<file path="src/rtl/cnn_processor.sv">
// cnn_processor: 3x3 valid conv + bias + ReLU/saturate + 2x2 max-pool engine over an 8x8 tile.
module cnn_processor #(
  parameter int IMG_DIM = 8,
  parameter int DATA_WIDTH = 8,
  parameter int WEIGHT_WIDTH = 8,
  parameter int BIAS_WIDTH = 16,
  parameter int ACC_WIDTH = 24,
  parameter int IMG_ADDR_WIDTH = 6,
  parameter int POOL_OUT_ADDR_WIDTH = 4
) (
  input  logic                           clk,
  input  logic                           rst,
  input  logic                           start,
  output logic                           done,
  input  logic [IMG_ADDR_WIDTH-1:0]      wr_addr,
  input  logic [DATA_WIDTH-1:0]          data_in,
  input  logic                           wr_en,
  input  logic                           mem_select,
  input  logic [POOL_OUT_ADDR_WIDTH-1:0] rd_addr,
  output logic [DATA_WIDTH-1:0]          data_out
);
  localparam int CD = IMG_DIM - 2;
  localparam int PD = CD / 2;
  typedef enum logic [1:0] {IDLE, CONV, POOL, DONE} state_t;
  state_t state;
  logic [DATA_WIDTH-1:0] img [IMG_DIM*IMG_DIM];
  logic signed [WEIGHT_WIDTH-1:0] w [9];
  logic signed [BIAS_WIDTH-1:0] bias;
  logic [DATA_WIDTH-1:0] conv_buf [CD*CD];
  logic [DATA_WIDTH-1:0] out_ram [PD*PD];
  logic [2:0] r, c, q;
  logic [1:0] ki, kj, pr, pc;
  logic signed [ACC_WIDTH-1:0] acc, prod, sum;
  logic [DATA_WIDTH-1:0] pix, relu, v, mx;
  logic [IMG_ADDR_WIDTH-1:0] pix_idx;
  logic [5:0] conv_idx, pool_idx;
  logic [3:0] w_idx, out_idx;
  logic idle;
  always_comb begin
    idle = state == IDLE || state == DONE;
    pix_idx = IMG_ADDR_WIDTH'(32'(r + 3'(ki)) * IMG_DIM + 32'(c + 3'(kj)));
    w_idx = 4'(ki) * 4'd3 + 4'(kj);
    pix = img[pix_idx];
    prod = $signed({1'b0, pix}) * w[w_idx];
    sum = ((ki == 2'd0 && kj == 2'd0) ? ACC_WIDTH'(bias) : acc) + prod;
    relu = acc[ACC_WIDTH-1] ? '0 : (|acc[ACC_WIDTH-2:DATA_WIDTH]) ? '1 : acc[DATA_WIDTH-1:0];
    conv_idx = 6'(32'(r) * CD + 32'(c));
    pool_idx = 6'(32'({pr, 1'b0} + 3'(q[1])) * CD + 32'({pc, 1'b0} + 3'(q[0])));
    v = conv_buf[pool_idx];
    out_idx = 4'(pr) * 4'd3 + 4'(pc);
    data_out = (32'(rd_addr) < PD * PD) ? out_ram[rd_addr] : '0;
  end
  // Image and kernel memories deliberately survive reset.
  always_ff @(posedge clk)
    if (wr_en && idle) begin
      if (!mem_select) img[wr_addr] <= data_in;
      else if (wr_addr < 6'd9) w[wr_addr[3:0]] <= data_in;
      else if (wr_addr == 6'd9) bias <= {{(BIAS_WIDTH-DATA_WIDTH){data_in[DATA_WIDTH-1]}}, data_in};
    end
  always_ff @(posedge clk) begin
    if (rst) begin
      state <= IDLE;
      done <= 1'b0;
      {r, c, q, ki, kj, pr, pc} <= '0;
      acc <= '0;
      mx <= '0;
      for (int i = 0; i < CD*CD; i++) conv_buf[i] <= '0;
      for (int i = 0; i < PD*PD; i++) out_ram[i] <= '0;
    end else begin
      case (state)
        IDLE, DONE: begin
          if (start) begin
            state <= CONV;
            done <= 1'b0;
            {r, c, ki, kj} <= '0;
          end else if (state == DONE) done <= 1'b1;
        end
        CONV: begin
          // ki==3 marks the store slot after the nine MAC steps.
          if (ki == 2'd3) begin
            conv_buf[conv_idx] <= relu;
            ki <= '0;
            c <= (c == 3'(CD-1)) ? '0 : c + 3'd1;
            if (c == 3'(CD-1)) begin
              r <= r + 3'd1;
              if (r == 3'(CD-1)) begin
                state <= POOL;
                {pr, pc, q} <= '0;
              end
            end
          end else begin
            acc <= sum;
            kj <= (kj == 2'd2) ? '0 : kj + 2'd1;
            if (kj == 2'd2) ki <= ki + 2'd1;
          end
        end
        POOL: begin
          if (q == 3'd4) begin
            out_ram[out_idx] <= mx;
            q <= '0;
            pc <= (pc == 2'(PD-1)) ? '0 : pc + 2'd1;
            if (pc == 2'(PD-1)) begin
              pr <= pr + 2'd1;
              if (pr == 2'(PD-1)) state <= DONE;
            end
          end else begin
            mx <= (q == 3'd0 || v > mx) ? v : mx;
            q <= q + 3'd1;
          end
        end
        default: state <= IDLE;
      endcase
    end
  end
endmodule

</file>
<file path="config.mk">
export PLATFORM = sky130hd
export DESIGN_NAME = cnn_processor
export DESIGN_NICKNAME = d
export VERILOG_FILES = /design/src/rtl/cnn_processor.sv
export SDC_FILE = /design/constraint.sdc
export NUM_CORES = 2
export LEC_CHECK = 0
export ABC_CLOCK_PERIOD_IN_PS = 17800
export BUFFER_PORTS_ARGS = -buffer_cell sky130_fd_sc_hd__buf_4
export CORE_ASPECT_RATIO = 1.2
export CORE_UTILIZATION = 55
export DETAILED_ROUTE_END_ITERATION = 7
export GPL_ROUTABILITY_DRIVEN = 0
export HOLD_SLACK_MARGIN = 0.15
export PLACE_DENSITY = 0.77
export SETUP_SLACK_MARGIN = 0.15
export SLEW_MARGIN = 20
export SYNTH_ARGS = -nofsm -noshare
export SYNTH_HDL_FRONTEND = slang
export SYNTH_SLANG_ARGS = --single-unit
</file>
<file path="constraint.sdc">
create_clock -name clk -period 17.8 [get_ports clk]
set_input_delay 0 -clock clk [delete_from_list [all_inputs] [get_ports clk]]
set_output_delay 0 -clock clk [all_outputs]
set_load 0.05 [all_outputs]
</file>
==> results.cfg <==
[run_status]
status = completed

[finish]
area_growth_pct = 9.84
final_core_util = 0.613
num-nets-final = 3482
n_antenna_cell = 0
drive_gt1_frac = 0.184

[worst_hold_path]
worstHoldStart = wr_en
holdPathStages = 4
hold_class = primary input to flop
holdPathEnd = bias[3]

[drt]
drt_wl_total_um = 122000
ant_nets = 0
vias = 29500
dr.pass1.iters = 6
remaining_drc_errors = 0
drtIter0Drc = 3148
wl_per_cell_um = 26.3
viasPerCell = 6.34

[sta]
worst_pin_slew_ns = 1.20
setup_violations = 0
min_period_over_period = 0.539
min_period_ns = 9.59
rsz0062_at_grt = no
hold_viol_final = 0
fmax_ghz = 0.104
tns_ns = 0
clock_skew_ns = 0.0643
slew_viol_final = 0
slew_headroom = 0.200

[placement]
hpwl_um = 77400
port_buffers = 31

[grt]
grt-ovfl-total = 0
grt_pass1_vias = 30300
antenna_found_initial = 1
grt_use_total = 0.250
grt_max_degree = 75
grt_first_pass_wirelength_um = 187000

[clocking]
cts_tree = built
cts.sinks = 1228
cts_setup_buffers = 0
cts_root_buf = clkbuf_16
clk_latency_ns = 0.71
hold_buffers = 21
clk_pin_slew_ns = 0.06
cts_buffers = 112
cts_buffer_depth = 3
htreeDepth = 3
cts_resized = 0

[worst_setup_path]
arrival_ns = 10.17
cp.required_ns = 18.38
cp-start-kind = flop
reg2reg_depth = 23
rr_startpoint = c[0]
r2r_end = acc[22]
cp-end-kind = flop
reg2reg_slack_ns = 8.21
crit_fanout = 72
path_class = flop to flop

[logic_synthesis]
synth_ff_type = edfxtp_1
yosysSeqAreaShare = 0.669
ys_ff_latch = 1228
syn_nets = 3445
synth_area_um2 = 54300
avgSynthCellArea_um2 = 16.7
yosysUniqueCellTypes = 66
synth_cells = 3249
async_flop_share = 0
synth_edf_count = 1176
yosysWarnings = 0

[power_and_ir_drop]
vdd_ir_drop_max_uv = 162
p_per_area_nw_per_um2 = 146
p_leak_nw = 20.0

[floorplan]
die_w_um = 289
start_util = 0.558
fp-row-count = 125
die_h_um = 346
io_pins = 32
core-area_um2 = 97300
dieArea_um2 = 100000

[job]
cap_violations = 0
[report_power, final]
group / internal, mW / leakage (nW) / switching [mW]
registers: 3.42 / 11.3 / 0.0365
clock network: 1.31 / 1.76 / 1.08
logic: 1.05 / 6.91 / 1.79
total: 5.79 / 20.0 / 2.91
[sequential cells by signal, summed over array words and instances, names as in the netlist]
name / count
conv_buf: 512
img: 512
out_ram: 72
w: 72
acc: 24
bias: 8
mx: 8
c: 3
q: 3
r: 3
ki: 2
kj: 2
pc: 2
pr: 2
state: 2
done: 1
[cell type report]
| cell class | instances | area [um2] |
|---|---|---|
| multi-input cells | 1742 | 16900 |
| inverters | 113 | 424 |
| well taps | 1270 | 1590 |
| clock inverters | 70 | 743 |
| repair buffers | 89 | 721 |
| fillers | 6700 | 37600 |
| clock buffers | 138 | 2900 |
| flip-flops and latches | 1228 | 36400 |
[synthesized netlist by cell type (all sizes together), types with 26 or more instances]
master / instances / area [um2]
edfxtp: 1176 / 35300
nor2: 463 / 1740
mux4: 319 / 7200
nand2: 132 / 495
inv: 113 / 424
ha: 111 / 1390
clkbuf: 94 / 353
nor3: 75 / 375
buf: 72 / 454
nand2b: 70 / 438
a21oi: 65 / 325
a22oi: 62 / 465
fa: 62 / 1240
dfxtp: 52 / 1040
a22o: 44 / 385
mux2i: 42 / 420
a21o: 31 / 233
mux2: 26 / 293
[cells by family (layout without fill, tap and decap cells)]
logic type | Yosys count | count (layout) | synth area share
DFF | 1228 | 1228 | 0.669
and+or+nand+nor | 848 | 848 | 0.0690
muxes | 387 | 387 | 0.146
AOI/OAI and AO/OA | 300 | 300 | 0.0392
buffers and inverters | 279 | 410 | 0.0227
adders and majority gates | 173 | 173 | 0.0484
xor gates and xnor gates | 34 | 34 | 0.00562
[per-layer routing]
metal / part of all wire / track usage / up-vias
met5: 0.00011 / 0 / -
met2: 0.52 / 0.431 / 1454
met4: 0.039 / 0.0953 / 2
met1: 0.37 / 0.320 / 15000
met3: 0.072 / 0.0346 / 310
li1: - / - / 12700
[critical path: stages, from the launching register on]
cell and delay [ns]:
dfxtp_1 0.51, ha_4 0.19, inv_1 0.05, fa_4 1.37
buf_4 0.92, mux4_2 0.61, mux4_2 0.53, mux2_2 0.42
a22o_1 0.26, fa_1 0.53, fa_1 0.44, fa_1 0.50
fa_1 0.49, inv_1 0.05, fa_1 0.47, inv_1 0.04
ha_1 0.33, nand2_1 0.09, o21ai_1 0.06, a21oi_1 0.29
o21ai_1 0.22, a311oi_1 0.57, nand2b_1 0.10, a311o_1 0.32
[through the flow]
| stage | std cells | power, mW | hold slack, ns | cell area (um2) | setup slack [ns] |
|---|---|---|---|---|---|
| after CTS | 4650 | 8.71 | 0.211 | 59600 | 8.19 |
| after global routing | 4650 | 9.15 | 0.272 | 59700 | 7.82 |
| final | 4650 | 8.69 | 0.245 | 59700 | 8.21 |
| after detailed placement | 4421 | 6.32 | 0.260 | 55800 | 8.24 |
| after global placement | 4421 | 6.28 | 0.258 | 55800 | 8.36 |
| after floorplan | 3249 | 5.57 | 0.0989 | 54300 | 10.21 |
[worst max path at each step]
stage	to	cells after the start	from	slack, ns
floorplan	acc[22]	27	ki[0]	10.21
global placement	acc[22]	23	c[0]	8.36
detailed placement	acc[22]	23	c[0]	8.24
CTS	acc[22]	23	c[0]	8.19
global route	acc[22]	23	c[0]	7.82
finish	acc[22]	23	c[0]	8.21
[placed cells by master, fill, tap and decap left out, types with 65 or more instances in the layout]
cell	synthesis	routed
a21oi_1	65	65
inv_1	105	105
nor3_1	75	75
nand2b_1	70	70
nor2_1	463	460
mux4_2	315	315
edfxtp_1	1176	1176
nand2_1	132	132
clkbuf_16	0	112
buf_4	17	68
ha_1	111	109
Power figures use the tool's default switching activity.
